File: src/rtl/seq_divider.sv
// Unsigned sequential divider, restoring shift-subtract, one quotient bit per clock.
// Latency: done pulses N+1 cycles after the accept edge (1 cycle for a zero divisor).
// Backpressure: none; start is only honoured in IDLE and ignored while busy.
module seq_divider #(
  parameter int N = 8
) (
  input  logic         clk,
  input  logic         rst_n,
  input  logic         start,
  input  logic [N-1:0] dividend,
  input  logic [N-1:0] divisor,
  output logic         busy,
  output logic         done,
  output logic [N-1:0] quotient,
  output logic [N-1:0] remainder,
  output logic         div_by_zero
);

  localparam int CW = (N > 2) ? $clog2(N) : 1;

  typedef enum logic [1:0] {
    IDLE = 2'd0,
    CALC = 2'd1,
    DONE = 2'd2
  } state_t;

  state_t state;

  // Iteration counter, 0..N-1 across the CALC phase.
  logic [CW-1:0] cnt;

  // Shared dividend/quotient register: dividend bits leave at the MSB while
  // quotient bits enter at the LSB, so after N steps it holds the quotient.
  logic [N-1:0] dq_sh;

  // Latched divisor and the stored partial remainder. The stored value is
  // always strictly below the divisor, so N bits suffice between steps.
  logic [N-1:0] dsr;
  logic [N-1:0] rem;

  // (N+1)-bit working remainder after shifting in the next dividend bit.
  logic [N:0]   rem_shift;
  logic         q_bit;
  logic [N-1:0] rem_next;
  logic         last_step;

  // One restoring step: shift, trial-subtract, keep the difference if non-negative.
  always_comb begin
    rem_shift = {rem, dq_sh[N-1]};
    q_bit     = (rem_shift >= {1'b0, dsr});
    rem_next  = rem_shift[N-1:0];
    if (q_bit) begin
      rem_next = N'(rem_shift - {1'b0, dsr});
    end
    last_step = (cnt == CW'(N - 1));
  end

  // Control FSM with registered outputs; async reset clears everything at once.
  always_ff @(posedge clk or negedge rst_n) begin
    if (!rst_n) begin
      state       <= IDLE;
      cnt         <= '0;
      dq_sh       <= '0;
      dsr         <= '0;
      rem         <= '0;
      busy        <= 1'b0;
      done        <= 1'b0;
      quotient    <= '0;
      remainder   <= '0;
      div_by_zero <= 1'b0;
    end else begin
      case (state)
        IDLE: begin
          if (start) begin
            dq_sh       <= dividend;
            dsr         <= divisor;
            rem         <= '0;
            cnt         <= '0;
            busy        <= 1'b1;
            div_by_zero <= (divisor == '0);
            if (divisor == '0) begin
              // Zero divisor short-circuits straight to the result phase.
              quotient  <= '1;
              remainder <= dividend;
              done      <= 1'b1;
              state     <= DONE;
            end else begin
              state <= CALC;
            end
          end
        end

        CALC: begin
          rem   <= rem_next;
          dq_sh <= {dq_sh[N-2:0], q_bit};
          cnt   <= cnt + CW'(1);
          if (last_step) begin
            // Publish the final step directly so results appear with done.
            quotient  <= {dq_sh[N-2:0], q_bit};
            remainder <= rem_next;
            done      <= 1'b1;
            cnt       <= '0;
            state     <= DONE;
          end
        end

        DONE: begin
          // Single-cycle result phase; outputs keep their values in IDLE.
          done  <= 1'b0;
          busy  <= 1'b0;
          state <= IDLE;
        end

        default: begin
          done  <= 1'b0;
          busy  <= 1'b0;
          state <= IDLE;
        end
      endcase
    end
  end

endmodule
File: config.mk
export PLATFORM = sky130hd
export DESIGN_NAME = seq_divider
export DESIGN_NICKNAME = d
export VERILOG_FILES = /design/src/rtl/seq_divider.sv
export SDC_FILE = /design/constraint.sdc
export NUM_CORES = 1
export LEC_CHECK = 0
export ABC_AREA = 1
export CAP_MARGIN = 20
export CORE_ASPECT_RATIO = 0.9
export CORE_MARGIN = 10
export CORE_UTILIZATION = 55
export CTS_CLUSTER_DIAMETER = 100
export DETAILED_ROUTE_END_ITERATION = 12
export MAX_ROUTING_LAYER = met4
export PLACE_DENSITY = 0.81
export SLEW_MARGIN = 25
export SYNTH_ARGS = -nofsm -noshare
export SYNTH_HDL_FRONTEND = slang
export SYNTH_SLANG_ARGS = --single-unit
export TNS_END_PERCENT = 10
File: constraint.sdc
create_clock -name clk -period 3.9 [get_ports clk]
set_input_delay 0.39 -clock clk [delete_from_list [all_inputs] [get_ports clk]]
set_output_delay 0.39 -clock clk [all_outputs]
set_load 0.01 [all_outputs]
==> key figures, run 1 <==
STA
  – Slew HR: 43.5%
  – Post-route setup slack: approximately 1.3 ns
  – Final setup skew: 0.00912 ns
  – Unrepaired setup endpoints after global routing: false
  – Tcrit/Tclk final: 65.5%
  – Fin Setup TNS: 0 ns
  – Achievable clock frequency: 392 MHz
  – Hold Vio Cnt, Final: 0
  – Final Max Tran Viols: 0
  – Slew @ Worst Pin: between 0.8 and 0.9 ns
  – Minimum clock period: 2.55 ns
  – Final setup viols: 0

Route
  – DRC: 0
  – Final WL: between 6000 and 7000 um
  – DR WL/cell: 14.6 um
  – Post-DRT Antenna Nets: 0
  – WL met2: 2890 um
  – Top layer in use: met4
  – Via count: 2239
  – Met1 Wirelength: between 2000 and 3000 um
  – Detail Route met3 WL: 279 um
  – Via/cell ratio: 5.21
  – Pre-Repair DR Iteration Count: 4
  – Initial DRC Count: 205

Layout
  – N_diodes: 0
  – Layout net count: 397
  – Commonest non-fill, non-tap cell in the layout: nand2_1
  – Synth-to-Final Area Change: 20.3%
  – Share of cells above drive strength 1: 6.79%
  – Core Util, Final: 69.4%
  – Commonest non-fill, non-tap cells in the layout: nand2_1, inv_1, dfrtp_1

Synth
  – Synthesis-stage register bit count: 48
  – Mapped Area: 2590 um^2
  – Leading post-synthesis cells by cell area: dfrtp_1, nand2_1, inv_1
  – Synth Net Count: 361
  – Netlist cell types: 25
  – Syn. warnings: 0
  – Area leader, netlist: dfrtp_1
  – Mean Syn Cell Area: between 7 and 8 um^2
  – Yosys top cell area share: 46.4%
  – Cells after Synth: between 300 and 400
  – Post-synthesis sequential area ratio: 46.4%

Clock network
  – Bufs on Longest Clock Path: 2
  – Post_cts resized: 0
  – Clock Pin Slew Worst Setup and Hold Paths: 0.10 ns
  – H-tree depth: 2
  – Sink Count: 48
  – CTS tree: built
  – Clock Tree Root: clkbuf_8
  – Total CTS buffers: 5
  – Clock latency on the worst-skew pair: 0.31 ns
  – Hold-fix buffers at CTS: 0
  – Post-CTS Setup Inserts: 0

Floorplan
  – Die extent in y: 85.1 um
  – Die extent in x: 92.3 um
  – Rows: 23
  – I/O pin count: 38
  – Initial Util: around 58%
  – Core footprint: 4490 um^2
  – Die area: 7850 um^2

Critical path
  – Worst-path maximum fanout: 22
  – Buf/Inv on CP: 2
  – Req. time, crit path: 4.12 ns
  – CP Class: flop to flop
  – CP Cell Sequence: nor2_2, nand2_1, nand2_1, nor2_1, nand2_1, inv_2, or2_2, nand2_1, inv_1
  – Max incr delay on CP: 0.68 ns
  – WP data arrival: 2.77 ns
  – CP Capture Type: flop
  – CP delay by family, top: simple AND/OR/NAND/NOR gates
  – Worst Setup Start Kind: flop
  – Crit path max-delay cell type: nor2_2
  – CP dominant cell by count: nand2_1

Hold path
  – Hold Path Class: primary input to asynchronous set/reset pin

Global routing
  – First-pass GRT wire length: 10800 um
  – Largest net degree at the start of global routing: 49
  – Initial antenna violation count: 0
  – GR Overflow Total: 0
  – Gr usage total: 17.3%
  – Number of global-route vias before repair: between 2k and 2.5k

Run
  – Max Cap Viol: 0

Place
  – Hpwl dp: 4610 um
  – Placer Congestion: 0.935
  – Worst slack, placed: 1.39 ns
  – IO Port Bufs: 37

Power and ir drop
  – P_leak: approximately 1.6 nW
  – PwrDens: 927 nW/um^2
  – Peak VDD IR: 0.505 mV

Status
  – Run status: complete, no violations
## cells by family after synthesis
family / Yosys count / synth area share [%]
simple gates: 157 / 27.1
buf+inv: 71 / 10.7
flops: 48 / 46.4
compound gates: 41 / 9.18
fa+ha+maj: 11 / 5.61
xor+xnor: 3 / 1.02
## Yosys cell counts (all sizes together)
| master | n |
|---|---|
| buf | 3 |
| o211ai | 1 |
| inv | 63 |
| or2 | 9 |
| clkbuf | 5 |
| xor2 | 2 |
| o21ai | 20 |
| nor2 | 24 |
| nand2 | 80 |
| nand3 | 32 |
| dfrtp | 48 |
| ha | 10 |
| o221ai | 5 |
| a21oi | 13 |
| xnor2 | 1 |
| fa | 1 |
| a22o | 2 |
| nand4 | 12 |
## area by class of cell
cell class | instances | area (um^2)
Sequential cell | 48 | 1200
Inverter | 63 | 236
Timing Repair Buffer | 37 | 368
Clock inverter | 2 | 38.8
Fill cell | 389 | 1370
Clock buffer | 6 | 82.6
Tap cell | 62 | 77.6
Multi-Input combinational cell | 212 | 1110
## state kept, by name, summed over array words and instances (netlist names)
signal	cells
div_by_zero	1
cnt	3
done	1
dq_sh	8
quotient	8
dsr	8
busy	1
state	2
rem	8
remainder	8
## final timing paths
check | slack (ns) | depth (start not counted) | startpoint | to
max in group asynchronous | 3.40 | 1 | rst_n | rem[2]
min in group clk | 0.50 | 2 | dq_sh[0] | dq_sh[0]
max | 1.35 | 9 | state[1] | remainder[0]
max reg2reg | 1.35 | 9 | state[1] | remainder[0]
min reg2reg | 0.50 | 2 | dq_sh[0] | dq_sh[0]
min | 0.08 | 1 | rst_n | dsr[7]
## metal layers
layer | GRT usage, % | up-vias
li1 | - | 1129
met1 | 22.8 | 1035
met2 | 25.4 | 56
met3 | 3.96 | 19
met4 | 6.58 | 0
met5 | - | -
## where the power goes
group / total [mW] / internal, mW / switching [mW]
clock: 0.389 / 0.210 / 0.179
combinational: 1.65 / 0.638 / 1.01
sequential: 0.853 / 0.721 / 0.132
total: 2.89 / 1.57 / 1.32
## metrics by stage
stage | instance area (um^2) | cells | total power [mW] | hold WS, ns
final | 3120 | 430 | 2.89 | 0.0782
after global routing | 3120 | 430 | 3.17 | 0.128
after CTS | 3120 | 430 | 2.88 | 0.110
after detailed placement | 2990 | 422 | 2.48 | 0.445
after global placement | 2990 | 422 | 2.44 | 0.467
after floorplan | 2590 | 331 | 2.01 | 0.0944
## worst reg2reg max path: stages, from the launching register on
cell,delay (ns)
dfrtp_1,0.42
nor2_2,0.68
nand2_1,0.18
nand2_1,0.14
nor2_1,0.05
nand2_1,0.32
inv_2,0.23
or2_2,0.33
nand2_1,0.07
inv_1,0.03
Power figures use the tool's default switching activity.
==> inputs of run 2 (changes only) <==
Settings changed: CORE_UTILIZATION 55 to 49, PLACE_DENSITY 0.81 to 0.76.
Clock period 3.9 ns to 2.2 ns, I/O delays scaled along.
==> run 2 against run 1 <==
- non-clock buffer count grew 4
- die area grew 9.4%
- clock skew shrank 0.0022 ns
- routed wire length shrank 4.2%
- combinational power grew 78%
- critical endpoint unchanged
==> key figures, run 2 (synthesis gave the netlist of run 1 again) <==
Global routing
  – Initial antenna violation count: 0 (unchanged)
  – Gr usage total: 15.0% (-2.3 points)
  – GR Overflow Total: 0 (unchanged)
  – Number of global-route vias before repair: 2356 (+4.4%)
  – Largest net degree at the start of global routing: 49 (unchanged)
  – First-pass GRT wire length: 10700 um (-1.3%)

Critical path
  – Worst-path maximum fanout: 10 (-55%)
  – WP data arrival: 2.21 ns (-0.56 ns)
  – Worst R2R Setup Slack: 0.19 ns (-1.16 ns)
  – Max incr delay on CP: 0.42 ns (-0.26 ns)
  – Req. time, crit path: 2.40 ns (-1.72 ns)
  – Worst Setup Start Kind: flop
  – CP dominant cell by count: nand2_1
  – Buf/Inv on CP: 1 (-1)
  – CP delay by family, top: simple AND/OR/NAND/NOR gates
  – CP Class: flop to flop
  – R2R Path Start: rem[5]
  – CP Capture Type: flop
  – Crit path max-delay cell type: dfrtp_1
  – CP Cell Sequence: ha_1, nand2_1, nand2_1, nand2_1, nand2_1, a21oi_2, nand2_4, nand3_1, nand3_1, nand2_1, inv_1
  – Critical path origin: rem[5]

Power and ir drop
  – P_leak: 1.62 nW (-0.17%)
  – Sw Pwr: 2.29 mW (+73%)
  – Clock power share: 10.2% (-3.3 points)
  – PwrDens: 1590 nW/um^2 (+72%)
  – Switching share of power: 46.2% (+0.52 points)
  – Int Pwr: 2.66 mW (+70%)
  – Sequential Power Share: 30.4% (+0.9 points)
  – Peak VDD IR: 0.869 mV (+72%)
  – Logic pwr share: 59.4% (+2.4 points)
  – Total power: 4.95 mW (+71%)

Floorplan
  – Rows: 25 (+8.7%)
  – Core footprint: 5190 um^2 (+16%)
  – I/O pin count: 38 (unchanged)
  – Die extent in y: 89.0 um (+4.5%)
  – Initial Util: 49.9% (-7.8 points)
  – Die extent in x: 96.6 um (+4.7%)
  – Die area: 8590 um^2 (+9.4%)

Hold path
  – Hold Path Class: primary input to asynchronous set/reset pin

STA
  – Final setup skew: 0.00688 ns (-0.00224 ns)
  – Slew @ Worst Pin: 0.625 ns (-0.222 ns)
  – Achievable clock frequency: 497 MHz (+27%)
  – Final Max Tran Viols: 0 (unchanged)
  – Fin Setup TNS: 0 ns (unchanged)
  – Post-route setup slack: 0.189 ns (-1.16 ns)
  – Slew HR: 58.4% (+15 points)
  – Final setup viols: 0 (unchanged)
  – Tcrit/Tclk final: 91.4% (+26 points)
  – Minimum clock period: 2.01 ns (-0.543 ns)
  – Hold Vio Cnt, Final: 0 (unchanged)
  – Unrepaired setup endpoints after global routing: false

Clock network
  – CTS tree: built
  – Post-CTS Setup Inserts: 0 (unchanged)
  – Post_cts resized: 0 (unchanged)
  – Hold-fix buffers at CTS: 0 (unchanged)
  – Total CTS buffers: 5 (unchanged)
  – Bufs on Longest Clock Path: 2 (unchanged)
  – Clock Tree Root: clkbuf_8
  – H-tree depth: 2 (unchanged)
  – Clock latency on the worst-skew pair: 0.29 ns (-0.02 ns)
  – Clock Pin Slew Worst Setup and Hold Paths: 0.09 ns (about the same)
  – Sink Count: 48 (unchanged)

Layout
  – Commonest non-fill, non-tap cell in the layout: nand2_1
  – Share of cells above drive strength 1: 7.28% (+0.48 points)
  – Commonest non-fill, non-tap cells in the layout: nand2_1, inv_1, dfrtp_1
  – N_diodes: 0 (unchanged)
  – Synth-to-Final Area Change: 20.0%
  – Final instance area: 3110 um^2 (-0.32%)
  – Post-Layout Cell Count: 438 (+1.9%)
  – Layout net count: 401 (+1.0%)

Route
  – Via count: 2251 (+0.54%)
  – Pre-Repair DR Iteration Count: 4 (unchanged)
  – Post-DRT Antenna Nets: 0 (unchanged)
  – Final WL: 6020 um (-4.2%)
  – Via/cell ratio: 5.14 (-1.3%)
  – DR WL/cell: 13.7 um (-6.0%)
  – DRC: 0 (unchanged)
  – Initial DRC Count: 161 (-21%)

Place
  – IO Port Bufs: 37 (unchanged)
  – Worst slack, placed: 0.236 ns (-1.15 ns)
  – Post-placement cell count: 431 (+2.1%)
  – Area after DPL: 3030 um^2 (+1.1%)
  – Hpwl dp: 4540 um (-1.5%)
  – Placer Congestion: 0.922 (-1.5%)

Status
  – Run status: complete, no violations

Run
  – Max Cap Viol: 0 (unchanged)
-- run 2: path summary, 6_finish.rpt --
path / end / depth (start not counted)
worst min register to register: dsr[2] / 2
worst max register to register: remainder[0] / 11
min in group clk: dsr[2] / 2
worst min-delay path: dsr[6] / 2
worst max-delay path: remainder[0] / 11
max in group asynchronous: rem[4] / 2
-- run 2: area by class of cell --
| type | count | area, um^2 |
|---|---|---|
| fill | 500 | 2090 |
| sequential | 48 | 1200 |
| multi-input combinational | 212 | 1110 |
| timing repair buffer | 41 | 395 |
| inverter | 63 | 236 |
| tap | 67 | 83.8 |
| clock buffer | 6 | 72.6 |
| clock inverter | 1 | 5.00 |
-- run 2: power groups by stage --
stage	logic, mW	registers [mW]	clock network (mW)
final	2.94	1.50	0.504
after global routing	3.39	1.55	0.556
after CTS	2.95	1.50	0.507
after detailed placement	2.94	1.51	0
after global placement	2.91	1.51	0
after floorplan	2.03	1.53	0
-- run 2: stage by stage --
step	util, %	hold WS [ns]
floorplan	-	-0.0756
global placement	58.3	0.361
detailed placement	58.3	0.363
CTS	59.8	0.0482
global route	59.8	0.0584
finish	59.8	0.000903
-- run 2: routing by layer --
metal	vias to the layer above	track usage, %	routed length (um)
li1	1134	-	-
met1	1061	19.4	3000
met2	49	23.5	2680
met3	7	3.48	290
met4	0	3.61	47
met5	-	-	0
==> inputs of run 3 (changes only) <==
Settings changed: CORE_UTILIZATION 49 to 51, CTS_BUF_LIST set to sky130_fd_sc_hd__clkbuf_2, PLACE_DENSITY 0.76 to 0.79.
==> run 3 against run 2 <==
- via count grew 1.7%
- worst hold slack gained 0.33 ns
- first-iteration DRC count grew 30%
- critical path depth is the same
- worst setup slack gained 0.036 ns
- clock-buffer cell count shrank 1
- critical path type unchanged
- highest routed layer unchanged
==> key figures, run 3 (synthesis gave the netlist of run 1 again) <==
Layout
  – Synth-to-Final Area Change: 19.9% (about the same)
  – Post-Layout Cell Count: 438 (unchanged)
  – Commonest non-fill, non-tap cells in the layout: nand2_1, inv_1, dfrtp_1
  – Core Util, Final: 63.4% (+3.6 points)
  – Share of cells above drive strength 1: 7.51% (+0.23 points)
  – Commonest non-fill, non-tap cell in the layout: nand2_1
  – Layout net count: 402 (+0.25%)
  – Final instance area: 3100 um^2 (about the same)
  – N_diodes: 0 (unchanged)

Critical path
  – Crit path max-delay cell type: dfrtp_1
  – Req. time, crit path: 2.56 ns (+0.16 ns)
  – Worst-path maximum fanout: 10 (unchanged)
  – CP delay by family, top: simple AND/OR/NAND/NOR gates
  – Worst Setup Start Kind: flop
  – CP Class: flop to flop
  – WP data arrival: 2.33 ns (+0.12 ns)
  – CP Capture Type: flop
  – Buf/Inv on CP: 1 (unchanged)
  – Max incr delay on CP: 0.46 ns (+0.04 ns)
  – CP Cell Sequence: ha_1, nand2_1, nand2_1, nand2_1, nand2_1, a21oi_2, nand2_4, nand3_1, nand3_1, nand2_1, inv_1
  – CP dominant cell by count: nand2_1

STA
  – Final setup skew: 0.0165 ns (+0.00958 ns)
  – Hold Vio Cnt, Final: 0 (unchanged)
  – Fin Setup TNS: 0 ns (unchanged)
  – Tcrit/Tclk final: 89.8% (-1.6 points)
  – Slew @ Worst Pin: 0.604 ns (-0.0202 ns)
  – Hold_ws: 0.329 ns (+0.328 ns)
  – Minimum clock period: 1.97 ns (-0.0362 ns)
  – Achievable clock frequency: 506 MHz (+1.8%)
  – Post-route setup slack: 0.225 ns (+0.0362 ns)
  – Slew HR: 59.7% (+1.3 points)
  – Final setup viols: 0 (unchanged)
  – Final Max Tran Viols: 0 (unchanged)
  – Unrepaired setup endpoints after global routing: false

Place
  – Worst slack, placed: 0.272 ns (+0.0360 ns)
  – Area after DPL: 3030 um^2 (about the same)
  – IO Port Bufs: 37 (unchanged)
  – Post-placement cell count: 429 (-0.46%)
  – Placer Congestion: 0.927 (+0.59%)
  – Hpwl dp: 4360 um (-4.0%)

Floorplan
  – Die area: 8330 um^2 (-3.1%)
  – I/O pin count: 38 (unchanged)
  – Initial Util: 52.9% (+3.0 points)
  – Die extent in y: 87.6 um (-1.5%)
  – Rows: 24 (-4.0%)
  – Die extent in x: 95.1 um (-1.6%)
  – Core footprint: 4890 um^2 (-5.7%)

Clock network
  – Clock Pin Slew Worst Setup and Hold Paths: 0.25 ns (+0.16 ns)
  – Sink Count: 48 (unchanged)
  – Post-CTS Setup Inserts: 0 (unchanged)
  – Clock Tree Root: clkbuf_2
  – CTS tree: built
  – Post_cts resized: 0 (unchanged)
  – Clock latency on the worst-skew pair: 0.43 ns (+0.14 ns)
  – Bufs on Longest Clock Path: 2 (unchanged)
  – Total CTS buffers: 5 (unchanged)
  – H-tree depth: 2 (unchanged)
  – Hold-fix buffers at CTS: 1 (+1)

Status
  – Run status: complete, no violations

Global routing
  – Initial antenna violation count: 0 (unchanged)
  – Number of global-route vias before repair: 2181 (-7.4%)
  – Most Used Layer, Global Route: met2
  – First-pass GRT wire length: 9870 um (-7.7%)
  – Met1 GRT Util: 19.9% (+0.58 points)
  – Gr usage total: 15.2% (+0.13 points)
  – Met2 Use GR: 22.8% (-0.70 points)
  – GR Overflow Total: 0 (unchanged)
  – Largest net degree at the start of global routing: 49 (unchanged)
  – Grt met3 use: 2.99% (-0.48 points)

Route
  – DR WL/cell: 13.4 um (-2.5%)
  – DRC: 0 (unchanged)
  – Initial DRC Count: 209 (+30%)
  – Pre-Repair DR Iteration Count: 5 (+1)
  – Via/cell ratio: 5.23 (+1.7%)
  – Via count: 2289 (+1.7%)
  – Post-DRT Antenna Nets: 0 (unchanged)
  – Final WL: 5870 um (-2.5%)

Hold path
  – Hold Path Class: primary input to flop

Power and ir drop
  – Total power: 4.93 mW (-0.42%)
  – PwrDens: 1590 nW/um^2 (-0.34%)
  – Peak VDD IR: 0.966 mV (+11%)
  – P_leak: 1.62 nW (+0.23%)

Run
  – Max Cap Viol: 0 (unchanged)
[run 3: routing by layer]
layer,vias up,wire [um]
met1,1063,2760
met3,13,334
met5,-,0
met2,78,2670
met4,0,103
li1,1135,-
[run 3: where the power goes]
part           total [mW]  internal (mW)  switching (mW)
logic                2.95           1.17            1.78
clock network       0.487          0.191           0.296
registers            1.49           1.27           0.214
total                4.93           2.64            2.29
[run 3: cell type report]
type,count,area (um^2)
tap,65,81.3
sequential,48,1200
clock buffer,5,25.0
timing repair buffer,42,405
clock inverter,3,42.5
fill,443,1790
multi-input combinational,212,1110
inverter,63,236
[run 3: final timing paths]
kind / start / endpoint / slack, ns / cells past startpoint
worst min register to register: dsr[7] / dsr[7] / 0.52 / 2
min in group asynchronous: rst_n / rem[6] / 0.36 / 3
worst max-delay path: rem[5] / remainder[0] / 0.23 / 11
worst min-delay path: divisor[1] / dsr[1] / 0.33 / 3
worst max register to register: rem[5] / remainder[0] / 0.23 / 11
max in group asynchronous: rst_n / dq_sh[7] / 1.42 / 3
[run 3: worst min-delay path: stages]
cell and delay, ns:
clkdlybuf4s50_1 0.39, inv_1 0.07, o21ai_0 0.08
==> patch (settings of run 2) <==
The parameter `N` goes from 8 to 4.
--- a/src/rtl/seq_divider.sv
+++ b/src/rtl/seq_divider.sv
@@ -2,7 +2,7 @@
 // Latency: done pulses N+1 cycles after the accept edge (1 cycle for a zero divisor).
 // Backpressure: none; start is only honoured in IDLE and ignored while busy.
 module seq_divider #(
-  parameter int N = 8
+  parameter int N = 4
 ) (
   input  logic         clk,
   input  logic         rst_n,
Ports: changed (resized dividend, divisor, quotient and remainder); port bits go from 38 to 22. The function was not compared with the original's and may differ.
==> patch against run 2 <==
Design area fell by 46%; setup slack better by 280 ps; area after synthesis decreased by 46%; sequential power decreased by 42%; combinational power is 49% lower; count of clock-buffer cells in the layout down 3; maximum frequency grew 16%; non-clock buffer count is 18 lower; power is 48% lower; synthesized cell count shrank 49%; global-route usage shrank 3.4 points; wire length fell by 50%; sequential cell count decreased by 21; critical endpoint is now remainder[3]$_DFFE_PN0P_; largest power group unchanged.
==> patch: results (changes against run 2) <==
* CP max FO at 6 (-4)
* Wirelength, routed at 3010 um (-50%)
* Syn Area/Cell at 8.27 um^2 (+5.7%)
* CP arrival at 1970 ps (-240 ps)
* Post-Syn Nets at 185 (-49%)
* Slowest cell delay on critical path at 440 ps (+20 ps)
* Period utilization at 78.7% (-13 points)
* CTS Root Cell: clkbuf_4
* CTS Buf Count at 3 (-2)
* Sequential area share after synthesis at 48.6% (+2.2 points)
* Hpwl dp at 2410 um (-47%)
* Placed cells at 228 (-47%)
* P_leak at 0.849 nW (-48%)
* DP Area at 0.00164 mm^2 (-46%)
* CTS clk-pin slew, worst paths at 140 ps (+50 ps)
* Worst skew pair latency at 330 ps (+40 ps)
* Wirelength per Cell at 13.0 um (-5.6%)
* Port Buf Inserts at 21 (-43%)
* Area contributors post-synth: dfrtp_1 49%, nand2_1 11%, inv_1 6.8%, nand3_1 5.0%, ha_1 4.5%
* Vias at 1,143 (-49%)
* Tot GR Track Use at 11.6% (-3.4 points)
* Post-synth top cells: 40 x nand2_1, 27 x dfrtp_1, 25 x inv_1, 14 x nand3_1
* Fin area at 0.00167 mm^2 (-46%)
* Status: finished clean
* Worst R2R Setup Slack at 470 ps (+280 ps)
-- patch: cells by family (layout without fill, tap and decap cells) --
| group | Yosys count | after routing | share of synthesized area (%) |
|---|---|---|---|
| AOI/OAI and AO/OA | 20 | 20 | 8.11 |
| DFF | 27 | 27 | 48.6 |
| xor gates and xnor gates | 1 | 1 | 0.631 |
| buffers and inverters | 32 | 56 | 9.73 |
| adders and majority gates | 6 | 6 | 5.95 |
| and+or+nand+nor | 82 | 82 | 26.9 |
-- patch: metal layers --
metal | part of all wire (%) | routed length, um | vias up | track usage [%]
li1 | - | - | 583 | -
met1 | 44 | 1320 | 529 | 12.3
met2 | 51 | 1530 | 26 | 20.4
met3 | 3.7 | 111 | 5 | 2.17
met4 | 1.7 | 51 | 0 | 5.77
met5 | 0 | 0 | - | -
-- patch: worst paths after layout --
kind / startpoint / endpoint / cells past startpoint
min reg2reg: quotient[0]$_DFFE_PN0P_ / quotient[0]$_DFFE_PN0P_ / 2
min in group clk: divisor[0] / dsr[0]$_DFFE_PN0P_ / 3
max reg2reg: rem[1]$_DFFE_PN0P_ / remainder[3]$_DFFE_PN0P_ / 9
min: rst_n / state[1]$_DFFE_PN0P_ / 2
max: rem[1]$_DFFE_PN0P_ / remainder[3]$_DFFE_PN0P_ / 9
max in group asynchronous: rst_n / dsr[3]$_DFFE_PN0P_ / 2
-- patch: layout make-up --
cell class                      count  share of cell area, %
Clock inverter                      1                  0.300
Clock buffer                        3                   1.35
Tap cell                           40                   3.00
Inverter                           29                   6.68
Sequential cell                    27                   40.5
Timing Repair Buffer               23                   13.5
Multi-Input combinational cell    109                   34.7
-- patch: power breakdown --
group / total [mW] / switching, mW / internal, mW
combinational: 1.49 / 0.884 / 0.611
clock: 0.209 / 0.141 / 0.0683
sequential: 0.873 / 0.137 / 0.736
